`src/rtl/prio_pkg.sv`:
```
// Shared types and helpers for the priority arbiter.
// Holds the FSM state encoding and the highest-set-bit search.
package prio_pkg;

   localparam int MAXN = 64;

   typedef enum logic {
      IDLE  = 1'b0,
      GRANT = 1'b1
   } state_t;

   function automatic logic [5:0] hi_idx(
      input logic [MAXN-1:0] v
   );
      logic [5:0] r;
      r = '0;
      for (int i = 0; i < MAXN; i++) begin
         if (v[i]) r = 6'(i);
      end
      return r;
   endfunction

endpackage

```
`src/rtl/prio_scan.sv`:
```
// Combinational highest-set-bit finder.
// o_idx is only meaningful when o_found is high.
module prio_scan
   import prio_pkg::*;
#(
   parameter int N  = 16,
   parameter int IW = $clog2(N)
) (
   input  logic [N-1:0]  i_vec,
   output logic          o_found,
   output logic [IW-1:0] o_idx
);

   logic [MAXN-1:0] w_wide;

   always_comb begin
      w_wide         = '0;
      w_wide[N-1:0]  = i_vec;
   end

   assign o_found = |i_vec;
   assign o_idx   = IW'(hi_idx(w_wide));

endmodule

```
`src/rtl/prio_arbiter.sv`:
```
// Single-grant arbiter, fixed priority or round-robin.
// A grant is held until ack; the winner is latched on entry.
module prio_arbiter
   import prio_pkg::*;
#(
   parameter int N       = 16,
   parameter int RR_MODE = 0,
   parameter int IW      = $clog2(N)
) (
   input  logic          clk,
   input  logic          rst,
   input  logic [N-1:0]  req,
   input  logic          ack,
   output logic          gnt_valid,
   output logic [IW-1:0] gnt_idx,
   output logic [N-1:0]  gnt_oh,
   output logic          busy
);

   localparam logic [IW-1:0] PTR_RST = IW'(N-1);

   state_t        r_state;
   state_t        w_state_nxt;
   logic [IW-1:0] r_ptr;
   logic [IW-1:0] w_ptr_nxt;
   logic [IW-1:0] r_idx;
   logic [IW-1:0] w_idx_nxt;
   logic [N-1:0]  r_oh;
   logic [N-1:0]  w_oh_nxt;

   logic          w_found;
   logic          w_found_u;
   logic [IW-1:0] w_idx_u;
   logic [IW-1:0] w_win;

   prio_scan #(
      .N  (N),
      .IW (IW)
   ) u_scan_all (
      .i_vec   (req),
      .o_found (w_found_u),
      .o_idx   (w_idx_u)
   );

   assign w_found = w_found_u;

   generate
      if (RR_MODE != 0) begin : g_rr
         logic [N-1:0]  w_mask;
         logic [N-1:0]  w_req_m;
         logic          w_found_m;
         logic [IW-1:0] w_idx_m;

         // Bits at or below ptr are searched first; wrap-around
         // falls back to the unmasked search.
         for (genvar i = 0; i < N; i++) begin : g_mask
            assign w_mask[i] = (IW'(i) <= r_ptr);
         end

         assign w_req_m = req & w_mask;

         prio_scan #(
            .N  (N),
            .IW (IW)
         ) u_scan_msk (
            .i_vec   (w_req_m),
            .o_found (w_found_m),
            .o_idx   (w_idx_m)
         );

         assign w_win = w_found_m ? w_idx_m : w_idx_u;
      end else begin : g_fix
         assign w_win = w_idx_u;
      end
   endgenerate

   always_comb begin
      w_state_nxt = r_state;
      w_idx_nxt   = r_idx;
      w_oh_nxt    = r_oh;
      w_ptr_nxt   = r_ptr;
      unique case (r_state)
         IDLE: begin
            if (w_found) begin
               w_state_nxt = GRANT;
               w_idx_nxt   = w_win;
               w_oh_nxt    = N'(1) << w_win;
            end
         end
         GRANT: begin
            if (ack) begin
               w_state_nxt = IDLE;
               w_idx_nxt   = '0;
               w_oh_nxt    = '0;
               if (RR_MODE != 0) begin
                  if (r_idx == '0) w_ptr_nxt = PTR_RST;
                  else             w_ptr_nxt = r_idx - IW'(1);
               end
            end
         end
         default: begin
            w_state_nxt = IDLE;
         end
      endcase
   end

   always_ff @(posedge clk) begin
      if (rst) begin
         r_state <= IDLE;
         r_idx   <= '0;
         r_oh    <= '0;
         r_ptr   <= PTR_RST;
      end else begin
         r_state <= w_state_nxt;
         r_idx   <= w_idx_nxt;
         r_oh    <= w_oh_nxt;
         r_ptr   <= w_ptr_nxt;
      end
   end

   assign gnt_valid = (r_state == GRANT);
   assign busy      = (r_state == GRANT);
   assign gnt_idx   = r_idx;
   assign gnt_oh    = r_oh;

   a_onehot: assert property (
      @(posedge clk) disable iff (rst)
      gnt_valid |-> $onehot(gnt_oh)
   );

   a_idle_zero: assert property (
      @(posedge clk) disable iff (rst)
      !gnt_valid |-> (gnt_oh == '0)
   );

   a_idx_range: assert property (
      @(posedge clk) disable iff (rst)
      gnt_idx <= PTR_RST
   );

endmodule

```
`config.mk`:
```
export PLATFORM = sky130hd
export DESIGN_NAME = prio_arbiter
export DESIGN_NICKNAME = d
export VERILOG_FILES = /design/src/rtl/prio_pkg.sv /design/src/rtl/prio_scan.sv /design/src/rtl/prio_arbiter.sv
export SDC_FILE = /design/constraint.sdc
export NUM_CORES = 1
export LEC_CHECK = 0
export ABC_AREA = 0
export CAP_MARGIN = 20
export CORE_AREA = 5 5 57 59
export CTS_CLUSTER_SIZE = 8
export DETAILED_ROUTE_END_ITERATION = 8
export DIE_AREA = 0 0 62 64
export DONT_BUFFER_PORTS = 1
export MAX_ROUTING_LAYER = met4
export PLACE_DENSITY = 0.56
export SYNTH_ARGS = -nofsm -noshare
export SYNTH_HDL_FRONTEND = slang
export SYNTH_SLANG_ARGS = --single-unit
```
`constraint.sdc`:
```
create_clock -name clk -period 1.6 [get_ports clk]
set_input_delay 0.32 -clock clk [delete_from_list [all_inputs] [get_ports clk]]
set_output_delay 0.32 -clock clk [all_outputs]
set_load 0.1 [all_outputs]
```
==> results of run 1 <==
[critical path, delay by kind of cell, from the launching register on]
kind	cells	cell delay, ns
simple gates	3	0.84
flops	1	0.34
compound gates	1	0.19
[flip-flops by register name (all words and copies together), names as in the netlist]
signal / flops
busy: 1
gnt_idx: 4
gnt_oh: 16
[metrics by stage]
stage	instance area, um^2	util
floorplan	1016	-
global placement	1264	0.4746
detailed placement	1264	0.4746
CTS	1291	0.4850
global route	1291	0.4850
finish	1291	0.4850
[power by group]
group / total [uW] / switching (uW) / internal (uW)
combinational: 243 / 175 / 68.4
clock: 254 / 161 / 93.0
sequential: 544 / 6.48 / 537
total: 1040 / 342 / 699
[routing by layer]
| metal | part of all wire | vias up | GRT usage |
|---|---|---|---|
| met5 | 0 | - | - |
| met4 | 0.011 | 0 | 0.05570 |
| met3 | 0.094 | 2 | 0.03823 |
| met2 | 0.46 | 38 | 0.2137 |
| met1 | 0.43 | 433 | 0.1732 |
| li1 | - | 468 | - |
[synth_stat cells, types with 2 or more instances]
cell type,n,area share
dfxtp_1,21,0.42
a22o_1,5,0.043
nand2_1,5,0.019
buf_2,2,0.0099
nor2_1,10,0.037
nor4_1,4,0.025
o21a_1,2,0.015
a211oi_1,2,0.015
o21ai_0,2,0.0099
nand2b_1,7,0.043
inv_1,7,0.026
a32o_1,10,0.099
o32ai_1,4,0.035
[final cells by class]
type	count	area, um^2	share of cell area
Timing Repair Buffer	30	237.7	0.1841
Clock inverter	1	5.005	0.003876
Clock buffer	3	22.52	0.01744
Multi-Input combinational cell	72	539.3	0.4176
Sequential cell	21	421.7	0.3265
Tap cell	31	38.79	0.03004
Inverter	7	26.28	0.02035
[worst max-delay path by stage]
| stage | start | end | slack (ns) | cells after the start |
|---|---|---|---|---|
| after floorplan | busy | gnt_oh[3] | 0.03 | 4 |
| after global placement | req[2] | gnt_oh[10] | 0.02 | 4 |
| after detailed placement | req[2] | gnt_oh[7] | -0.02 | 4 |
| after CTS | busy | gnt_oh[3] | 0.15 | 4 |
| after global routing | busy | gnt_oh[3] | 0.05 | 4 |
| final | busy | gnt_oh[3] | 0.15 | 4 |
[cells by family (layout without fill, tap and decap cells)]
kind of cell / count (synthesis) / in the layout / synth area share
buf+inv: 11 / 41 / 0.05440
simple gates: 38 / 38 / 0.2262
flops: 21 / 21 / 0.4153
compound gates: 34 / 34 / 0.3041
==> results.yml, run 1 <==
layout:
  layout_commonest_cell: "buf_4"
  antennaDiodeCount: 0
  stdcell_count: 165
  area_growth_pct: 27.57
  fin_nets: 154
  drive_gt1_frac: 0.3134
  final_cell_mix: "buf_4, dfxtp_1, a32o_1, nor2_1"
  fillers: 276
critical_path:
  max_stage_delay_ns: 0.42
  crit_type: "register to register"
  rrSetupSlack_ns: 0.15
  critical_path.slowest_cell: "or3_1"
  r2r_start: "busy"
  crit_fanout: 6
  cp-end-kind: "register"
  reg2reg_to: "gnt_oh[3]"
  worstPathArrival_ns: 1.67
  worst_ep_required_time_ns: 1.82
  worstSetupStartpointType: "register"
  r2r_cells: 4
  path_cells: "nor2_2 -> nand3_2 -> or3_1 -> o32ai_2"
global_routing:
  grtUsageTotal: 0.1407
  gr-total-overflow: 0
  grt_pass1_vias: 972
  grt_antenna_before_repair: 0
  grt_pass1_wl_um: 4250
  grt_max_degree: 13
yosys:
  syn_avg_cell_area_um2: 9.733
  synth_fp_nets: 123
  synth_cell_types: 36
  async_flop_share: 0
  synth_edf_count: 0
  syn-cell-area_um2: 1012
  ys_seq_area_frac: 0.4153
  synthCells: 104
  synth.ff_latch_count: 21
  synth_ff_type: "dfxtp_1"
  yosys_warnings: 0
clock_tree:
  cts_root_buf: "clkbuf_4"
  cts_buffers: 3
  cts_tree: "built"
  clk_latency_ns: 0.30
  cts.clk_slew.worst_paths_ns: 0.12
  cts_sinks: 21
  post-cts-setup-buffers: 0
  postCtsHoldBufs: 0
  cts_buffer_depth: 2
  h-tree-depth: 1
  cts_resized: 0
place:
  io_buffer_count: 0
  dp_hpwl_um: 2032
  post-place-ws_ns: -0.01636
  place.gp.congestion: 0.8030
  placedCellCount: 161
drt:
  avgRoutedWirePerCell_um: 15.22
  dr.pass1.iters: 4
  vias: 941
  detail-route-antenna-nets: 0
  drtIter0Drc: 42
  drt_wl_total_um: 2512
  drc: 0
  viasPerCell: 5.703
pwr:
  p_total_uw: 1040
  powerDensity_nw_per_um2: 805.6
  vdd_drop_max_v: 0.0004584
  p_leak_uw: 0.0004948
timing:
  fin_hold_ws_ns: 0.07090
  setup_slack_ns: 0.1481
  fin_crit_sh: 0.9074
  relSlewSlack: 0.7293
  final-hold-violation-count: 0
  finalCriticalPeriod_ns: 1.452
  slew_violations: 0
  fmax_mhz: 688.8
  rsz0062_at_grt: "no"
  worst_pin_slew_ns: 0.4024
  clock_skew_ns: 0.005833
  setup_viol: 0
  tns_ns: 0
min_path:
  holdPathStages: 1
  min_from: "rst"
  hp-class: "primary input to register"
  worstHoldEndpoint: "busy"
flow_run:
  cap_viol_max_count: 0
die:
  initial_core_util: 0.3802
  num_rows: 19
  die_x_um: 62
  pin_count: 41
  fp.coreArea_um2: 2663
  die_h_um: 64
  design.die.area_um2: 3968
outcome:
  status: "finished clean"
(Power assumes the default switching activity.)
==> inputs of run 2 (changes only) <==
GPL_TIMING_DRIVEN = 0   (was not set)
SLEW_MARGIN = 20   (was not set)
==> results.yml, run 2 (same netlist as run 1, synthesis figures left out) <==
drt:
  drc: 0
  detail-route-antenna-nets: 0
  avgRoutedWirePerCell_um: 18.52
  viasPerCell: 6.092
  dr.pass1.iters: 4
  vias: 859
  drtIter0Drc: 48
  drt_wl_total_um: 2612
layout:
  area_growth_pct: 14.96
  final_cell_mix: "dfxtp_2, a32o_1, nor2_1, inv_1, nand2b_1"
  fin_nets: 130
  antennaDiodeCount: 0
  largest_reg_flops: 16
  final_core_util: 0.4370
  fillers: 266
  drive_gt1_frac: 0.3636
  layout_commonest_cell: "dfxtp_2"
critical_path:
  path_cells: "buf_6"
  cpLargestDelayFamily: "flip-flops"
  worst_ep_required_time_ns: 1.28
  timing.critical_path.buf_inv: 1
  crit_fanout: 6
  critical_path.slowest_cell: "dfxtp_4"
  crit_type: "register to primary output"
  worstSetupStartpointType: "register"
  cp-end-kind: "primary output"
  max_stage_delay_ns: 0.60
  worstPathArrival_ns: 1.20
  rrSetupSlack_ns: 0.10
timing:
  setup_viol: 0
  relSlewSlack: 0.6433
  final-hold-violation-count: 0
  clock_skew_ns: 0.004151
  worst_pin_slew_ns: 0.5350
  fin_hold_ws_ns: 0.07552
  fin_crit_sh: 0.9482
  rsz0062_at_grt: "no"
  slew_violations: 0
  finalCriticalPeriod_ns: 1.517
  fmax_mhz: 659.1
clock_tree:
  cts_tree: "built"
  cts_root_buf: "clkbuf_4"
  h-tree-depth: 1
  cts_buffer_depth: 2
  clk_latency_ns: 0.31
  cts_sinks: 21
  cts_buffers: 3
  postCtsHoldBufs: 0
  cts.clk_slew.worst_paths_ns: 0.12
die:
  die_x_um: 62
  fp.coreArea_um2: 2663
  initial_core_util: 0.3802
  die_h_um: 64
  pin_count: 41
  design.die.area_um2: 3968
  num_rows: 19
pwr:
  power_switching_uw: 354.0
  p_sw_frac: 0.3414
  seq_power_share: 0.630
  powerDensity_nw_per_um2: 891.0
  p_int_uw: 682.8
  clkPwrFrac: 0.253
  p_leak_uw: 0.0003827
  comb_power_share: 0.117
  vdd_drop_max_v: 0.0005346
flow_run:
  cap_viol_max_count: 0
place:
  io_buffer_count: 0
  dp_hpwl_um: 2033
  place.gp.congestion: 0.8111
global_routing:
  gr-total-overflow: 0
  grt_pass1_wl_um: 4298
  grt_pass1_vias: 858
  grtUsageTotal: 0.1496
  grt_antenna_before_repair: 0
  grt_max_degree: 13
min_path:
  hp-class: "primary input to register"
outcome:
  status: "finished clean"
==> run 2: cell count changes in the layout (fill, tap and decap cells not counted), moves of 2 or more <==
| cell | previous run | this run |
|---|---|---|
| nor4_2 | 1 | 3 |
| buf_6 | 0 | 2 |
| dfxtp_2 | 1 | 20 |
| buf_4 | 29 | 1 |
| dfxtp_1 | 20 | 0 |
| buf_2 | 0 | 2 |
| nor4_1 | 4 | 2 |
==> run 2: power by group through the flow <==
stage | logic [uW] | clock network (uW) | registers [uW]
floorplan | 91.2 | 0 | 660
finish | 121 | 262 | 653
global placement | 108 | 0 | 663
detailed placement | 109 | 0 | 664
CTS | 114 | 271 | 655
global route | 134 | 288 | 657
==> run 2: through the flow <==
stage,instances,TNS (ns),power (uW),setup slack (ns),area (um^2)
3_5_place_dp,135,-2.621,773.5,-0.2189,1055
4_1_cts,139,0,1040,0.02181,1131
2_1_floorplan,104,0,751.1,0.02580,1016
6_report,141,0,1037,0.08289,1164
5_1_grt,141,0,1079,0.03987,1164
3_3_place_gp,135,-2.129,770.9,-0.1827,1055
==> run 2: what timing repair did <==
item                                    CTS  global route
setup buffers                             0             2
gates resized for setup                  25             2
pin swaps                                 0             2
endpoints found under the setup margin   36            17
==> run 2: worst paths after layout <==
path / start / endpoint / cells past startpoint
min: ack / busy / 1
max: busy / gnt_valid / 1
min reg2reg: gnt_oh[7] / gnt_oh[7] / 2
max reg2reg: busy / gnt_oh[3] / 4
==> run 2: final cells by class <==
cell class              count  area [um^2]  area share
multi-input cells          72        569.3      0.4892
flip-flops and latches     21        449.2      0.3860
well taps                  31        38.79     0.03333
plain buffers               4        32.53     0.02796
inverters                   7        26.28     0.02258
clock buffers               3        22.52     0.01935
repair buffers              2        20.02     0.01720
clock inverters             1        5.005    0.004301
==> run 2: routing by layer <==
layer	global-route usage	wire length [um]
met5	-	0
met4	0.07162	60
met3	0.05030	243
met2	0.2137	1252
met1	0.1854	1055
